File: src/rtl/stopwatch_display_pkg.sv
// Shared types and constants for the centisecond stopwatch and its 7-segment display.
// Holds the FSM state encoding, active-low segment codes and the cascaded BCD increment.
package stopwatch_display_pkg;

  typedef enum logic [1:0] {
    IDLE  = 2'd0,
    RUN   = 2'd1,
    PAUSE = 2'd2
  } sw_state_t;

  localparam int BCD_W = 4;

  localparam logic [6:0] SEG_0     = 7'h40;
  localparam logic [6:0] SEG_1     = 7'h79;
  localparam logic [6:0] SEG_2     = 7'h24;
  localparam logic [6:0] SEG_3     = 7'h30;
  localparam logic [6:0] SEG_4     = 7'h19;
  localparam logic [6:0] SEG_5     = 7'h12;
  localparam logic [6:0] SEG_6     = 7'h02;
  localparam logic [6:0] SEG_7     = 7'h78;
  localparam logic [6:0] SEG_8     = 7'h00;
  localparam logic [6:0] SEG_9     = 7'h10;
  localparam logic [6:0] SEG_BLANK = 7'h7F;

  // Four cascaded decimal digits; 9999 rolls over to 0000.
  function automatic logic [4*BCD_W-1:0] bcd_inc(input logic [4*BCD_W-1:0] v);
    logic [4*BCD_W-1:0] r;
    logic               c;
    r = v;
    c = 1'b1;
    for (int i = 0; i < 4; i++) begin
      if (c) begin
        if (r[i*BCD_W +: BCD_W] == 4'd9) begin
          r[i*BCD_W +: BCD_W] = 4'd0;
        end else begin
          r[i*BCD_W +: BCD_W] = r[i*BCD_W +: BCD_W] + 4'd1;
          c = 1'b0;
        end
      end
    end
    return r;
  endfunction

endpackage

File: src/rtl/stopwatch_display_seg7_decoder.sv
// Combinational BCD digit to active-low 7-segment pattern {g,f,e,d,c,b,a}.
// Zero latency; non-decimal codes show a blank digit.
module seg7_decoder
  import stopwatch_display_pkg::*;
(
  input  logic [BCD_W-1:0] i_bcd,
  output logic [6:0]       o_seg
);

  always_comb begin
    o_seg = SEG_BLANK;
    case (i_bcd)
      4'd0:    o_seg = SEG_0;
      4'd1:    o_seg = SEG_1;
      4'd2:    o_seg = SEG_2;
      4'd3:    o_seg = SEG_3;
      4'd4:    o_seg = SEG_4;
      4'd5:    o_seg = SEG_5;
      4'd6:    o_seg = SEG_6;
      4'd7:    o_seg = SEG_7;
      4'd8:    o_seg = SEG_8;
      4'd9:    o_seg = SEG_9;
      default: o_seg = SEG_BLANK;
    endcase
  end

endmodule

File: src/rtl/stopwatch_display.sv
// Centisecond stopwatch with start/pause and clear keys, scanning a 4-digit common-anode display.
// Presses act one cycle after the 100 Hz tick that samples them; an/seg refresh on each 1 kHz tick.
module stopwatch_display
  import stopwatch_display_pkg::*;
#(
  parameter int SYNC_STAGES = 2,
  parameter int DP_DIGIT    = 2
) (
  input  logic        clk_50mhz,
  input  logic        rst,
  input  logic        clk_100hz,
  input  logic        clk_1khz,
  input  logic        key_start,
  input  logic        key_clear,
  output logic [7:0]  seg,
  output logic [3:0]  an,
  output logic        running,
  output logic [15:0] bcd
);

  logic [SYNC_STAGES-1:0] r_sync_100, r_sync_1k, r_sync_ks, r_sync_kc;
  logic                   r_prev_100, r_prev_1k;
  logic                   r_ks_samp, r_kc_samp;
  logic                   r_press_start, r_press_clear;
  sw_state_t              r_state, w_state_nxt;
  logic                   r_running;
  logic [15:0]            r_bcd;
  logic [1:0]             r_idx;
  logic [3:0]             r_an;
  logic [7:0]             r_seg;
  logic                   w_tick100, w_tick1k;
  logic [BCD_W-1:0]       w_digit;
  logic [6:0]             w_seg7;

  assign w_tick100 = r_sync_100[SYNC_STAGES-1] & ~r_prev_100;
  assign w_tick1k  = r_sync_1k[SYNC_STAGES-1]  & ~r_prev_1k;

  always_ff @(posedge clk_50mhz) begin
    if (rst) begin
      r_sync_100 <= '0;
      r_sync_1k  <= '0;
      r_sync_ks  <= '0;
      r_sync_kc  <= '0;
      r_prev_100 <= 1'b0;
      r_prev_1k  <= 1'b0;
    end else begin
      r_sync_100 <= {r_sync_100[SYNC_STAGES-2:0], clk_100hz};
      r_sync_1k  <= {r_sync_1k[SYNC_STAGES-2:0],  clk_1khz};
      r_sync_ks  <= {r_sync_ks[SYNC_STAGES-2:0],  key_start};
      r_sync_kc  <= {r_sync_kc[SYNC_STAGES-2:0],  key_clear};
      r_prev_100 <= r_sync_100[SYNC_STAGES-1];
      r_prev_1k  <= r_sync_1k[SYNC_STAGES-1];
    end
  end

  // Sampling keys only at 100 Hz rejects bounce shorter than 10 ms.
  always_ff @(posedge clk_50mhz) begin
    if (rst) begin
      r_ks_samp     <= 1'b0;
      r_kc_samp     <= 1'b0;
      r_press_start <= 1'b0;
      r_press_clear <= 1'b0;
    end else if (w_tick100) begin
      r_ks_samp     <= r_sync_ks[SYNC_STAGES-1];
      r_kc_samp     <= r_sync_kc[SYNC_STAGES-1];
      r_press_start <= r_sync_ks[SYNC_STAGES-1] & ~r_ks_samp;
      r_press_clear <= r_sync_kc[SYNC_STAGES-1] & ~r_kc_samp;
    end else begin
      r_press_start <= 1'b0;
      r_press_clear <= 1'b0;
    end
  end

  always_comb begin
    w_state_nxt = r_state;
    if (r_press_clear) begin
      w_state_nxt = IDLE;
    end else if (r_press_start) begin
      case (r_state)
        IDLE:    w_state_nxt = RUN;
        RUN:     w_state_nxt = PAUSE;
        PAUSE:   w_state_nxt = RUN;
        default: w_state_nxt = IDLE;
      endcase
    end
  end

  always_ff @(posedge clk_50mhz) begin
    if (rst) begin
      r_state   <= IDLE;
      r_running <= 1'b0;
      r_bcd     <= '0;
    end else begin
      r_state   <= w_state_nxt;
      r_running <= (w_state_nxt == RUN);
      if (r_press_clear) begin
        r_bcd <= '0;
      end else if (w_tick100 && r_state == RUN) begin
        r_bcd <= bcd_inc(r_bcd);
      end
    end
  end

  always_comb begin
    w_digit = r_bcd[3:0];
    case (r_idx)
      2'd0:    w_digit = r_bcd[3:0];
      2'd1:    w_digit = r_bcd[7:4];
      2'd2:    w_digit = r_bcd[11:8];
      default: w_digit = r_bcd[15:12];
    endcase
  end

  seg7_decoder u_dec (
    .i_bcd (w_digit),
    .o_seg (w_seg7)
  );

  // an/seg latch the digit at the current index while the index advances.
  always_ff @(posedge clk_50mhz) begin
    if (rst) begin
      r_idx <= 2'd0;
      r_an  <= 4'b1111;
      r_seg <= 8'hFF;
    end else if (w_tick1k) begin
      r_idx <= r_idx + 2'd1;
      r_an  <= ~(4'b0001 << r_idx);
      r_seg <= {(r_idx != 2'(DP_DIGIT)), w_seg7};
    end
  end

  assign seg     = r_seg;
  assign an      = r_an;
  assign running = r_running;
  assign bcd     = r_bcd;

endmodule

File: config.mk
export PLATFORM = sky130hd
export DESIGN_NAME = stopwatch_display
export DESIGN_NICKNAME = d
export VERILOG_FILES = /design/src/rtl/stopwatch_display_pkg.sv /design/src/rtl/stopwatch_display_seg7_decoder.sv /design/src/rtl/stopwatch_display.sv
export SDC_FILE = /design/constraint.sdc
export NUM_CORES = 1
export LEC_CHECK = 0
export BUFFER_PORTS_ARGS = -buffer_cell sky130_fd_sc_hd__buf_4
export CORE_UTILIZATION = 45
export CTS_CLUSTER_DIAMETER = 150
export DETAILED_ROUTE_END_ITERATION = 8
export GPL_TIMING_DRIVEN = 0
export PLACE_DENSITY = 0.69
export SETUP_SLACK_MARGIN = 0.15
export SLEW_MARGIN = 15
export SYNTH_ARGS = -nofsm -noshare
export SYNTH_HDL_FRONTEND = slang
export SYNTH_SLANG_ARGS = --single-unit
File: constraint.sdc
create_clock -name clk_50mhz -period 2.1 [get_ports clk_50mhz]
set_clock_uncertainty 0.2 [all_clocks]
set_input_delay 0.105 -clock clk_50mhz [delete_from_list [all_inputs] [get_ports clk_50mhz]]
set_output_delay 0.105 -clock clk_50mhz [all_outputs]
set_load 0.01 [all_outputs]
==> results.toml <==
[yosys]
synth-seq-cells = 46
avgSynthCellArea_um2 = 9.04
yosys_warnings = 0
synth_fp_nets = 243
synth_edf_count = 0
synth_flop_cell = "dfxtp_1"
yosysSeqAreaShare_pct = 44.5
synth.distinct_cells = 42
synthCells = 229
syn_area_um2 = 2070
synthArstFlopShare_pct = 0

[drt]
ant_nets = 0
routed_wl_mm = 4.44
wl_per_cell_um = 13.2
drcViolationCount = 0
dr.pass1.iters = 4
avgViaCountPerCell = 5.24
drt_iter0_markers = 89
vias = 1759

[finish]
most-common-layout-cells = "buf_4 (44), dfxtp_1 (43), nor2_1 (26)"
fin_area_um2 = 2700
antenna_cells = 0
post_route_cells_drive_above_1_share_pct = 28.5
syn_to_final_growth_pct = 30.6
fillers = 379
final_nets = 297
final_common_cell = "buf_4"
fin_cells = 336

[clock_network]
clock_path_buffers = 2
path_clk_slew_ns = 0.08
clk-insertion-delay-late_ns = 0.29
cts.sinks = 46
h-tree-depth = 2
cts_tree = "yes"
cts_buffers = 5
cts_root_buf = "clkbuf_8"

[power_and_ir_drop]
p_sw_mw = 0.353
power_density_nw_per_um2 = 593
p_comb_share_pct = 6.9
fin_total_pwr_mw = 1.60
p_leak_nw = 1.05
irDropWorstVdd_mv = 0.464
power.internal_mw = 1.25
p_clk_share_pct = 36.7
p_seq_share_pct = 56.4
switching_share_pct = 22.0

[place]
dp.cells = 315
dp.final_hpwl_mm = 3.11
placed_area_um2 = 2430
io_buffers = 34
gp_congestion = 0.849

[die]
rows = 24
ios = 35
start_util_pct = 47.2
chipWidth_um = 69.8
dieArea_um2 = 4880
core_um2 = 4380
die_y_um = 69.8

[timing]
period_share_pct = 101
max_freq_mhz = 472
drv_slew = 0
period_minus_slack_ns = 2.12
timing.hold.ws_ns = 0.131
setup_viol = 2
rsz0062_at_grt = "true"
finalWorstSetupSlack_ns = -0.0195
finalHoldViolCount = 0
tightest_slew_ns = 0.639
slew_headroom_pct = 57.3

[critical_path]
cp_max_fo = 5
startpoint_type = "register"
arrival_ns = 2.10
critPathKind = "reg -> reg"
critPathCaptureType = "register"
required_ns = 2.09

[grt]
grt_overflow = 0
grt_pass1_wl_mm = 7.27
first_global_vias = 1576
grt_max_degree = 15
grt_usage_pct = 18.6
antenna_found_initial = 0

[outcome]
status = "finished, violations left"
violations = "setup timing"

[flow_run]
max-cap-violations = 0

[min_path]
hold_path.class = "in -> reg"
-- final cells by class --
type | instances | area [um2] | share of cell area (%)
multi-input combinational | 160 | 1130 | 41.9
sequential | 46 | 930 | 34.4
timing repair buffer | 47 | 363 | 13.4
clock buffer | 7 | 96.3 | 3.56
tap | 52 | 65.1 | 2.41
buffer | 11 | 57.6 | 2.13
inverter | 12 | 50.0 | 1.85
clock inverter | 1 | 8.76 | 0.324
-- logic make-up after synthesis --
logic type,Yosys count,share of synthesized area [%]
AO/OA/AOI/OAI,45,13.8
multiplexers,10,5.08
flip-flops,46,44.5
XOR/XNOR,10,4.23
buffers and inverters,23,4.71
AND/OR/NAND/NOR,87,22.8
adder cells (fa/ha/maj),8,4.83
-- synth_stat cells (2+ instances only) --
library cell / number / area, um2
a211o_1: 4 / 35.0
a21oi_1: 17 / 85.1
a222oi_1: 4 / 40.0
a22oi_1: 2 / 15.0
a31oi_1: 2 / 12.5
and4_1: 2 / 17.5
clkbuf_1: 9 / 33.8
dfxtp_1: 46 / 921
ha_1: 8 / 100
inv_1: 12 / 45.0
mux2_2: 4 / 45.0
mux2i_1: 6 / 60.1
nand2_1: 20 / 75.1
nand2b_1: 3 / 18.8
nand3_1: 2 / 10.0
nand4_1: 2 / 12.5
nor2_1: 26 / 97.6
nor2b_1: 12 / 75.1
nor3_1: 6 / 30.0
nor4b_1: 2 / 17.5
o21ai_0: 10 / 50.1
o31ai_1: 2 / 15.0
xnor2_1: 8 / 70.1
xor2_1: 2 / 17.5
-- power by group through the flow --
stage | sequential (mW) | clock [mW] | combinational [mW]
2_1_floorplan | 0.929 | 0 | 0.0502
3_3_place_gp | 0.925 | 0 | 0.0942
3_5_place_dp | 0.926 | 0 | 0.0953
4_1_cts | 0.905 | 0.609 | 0.110
5_1_grt | 0.908 | 0.648 | 0.121
6_report | 0.905 | 0.588 | 0.111
-- registers in the layout, indices dropped and copies added, names as in the netlist --
signal	flops
bcd	16
seg	7
an	4
r_idx	2
r_state	2
r_sync_100	2
r_sync_1k	2
r_sync_kc	2
r_sync_ks	2
r_kc_samp	1
r_ks_samp	1
r_press_clear	1
r_press_start	1
r_prev_100	1
r_prev_1k	1
running	1
-- metal layers --
layer,vias to the layer above,routed length (um),track usage (%)
met4,0,49,6.00
met5,-,0,0
met2,42,2110,30.7
met1,820,2090,24.0
met3,5,187,4.22
li1,892,-,-
-- per-stage QoR --
step	setup TNS [ns]	utilization (%)	setup slack [ns]
after floorplan	0	-	0.128
after global placement	-0.0885	55.5	-0.0558
after detailed placement	-0.0951	55.5	-0.0575
after CTS	0	61.2	0.0133
after global routing	-0.442	61.7	-0.0999
final	-0.0383	61.7	-0.0195
-- path summary, 6_finish.rpt --
check / endpoint / slack [ns] / cells past startpoint / from
worst min-delay path: r_prev_100 / 0.13 / 3 / rst
worst min register to register: r_press_clear / 0.22 / 1 / r_kc_samp
worst max register to register: seg[4] / -0.02 / 7 / r_idx[1]
worst max-delay path: seg[4] / -0.02 / 7 / r_idx[1]
-- worst max-delay path, cell delays in order (launching register included) --
cell      delay [ns]
dfxtp_4         0.37
buf_4           0.14
ha_4            0.17
a222oi_1        0.32
mux2_4          0.24
ha_2            0.18
a31oi_1         0.07
a221o_1         0.32
-- what timing repair did --
action                                  4_1_cts  5_1_grt
hold buffers                                  4        0
pin swaps                                    14        5
endpoints found under the setup margin        7       11
gates resized for setup                      16        5
hold endpoints to repair                      4        0
setup buffers                                 8        1
Power figures use the tool's default switching activity.
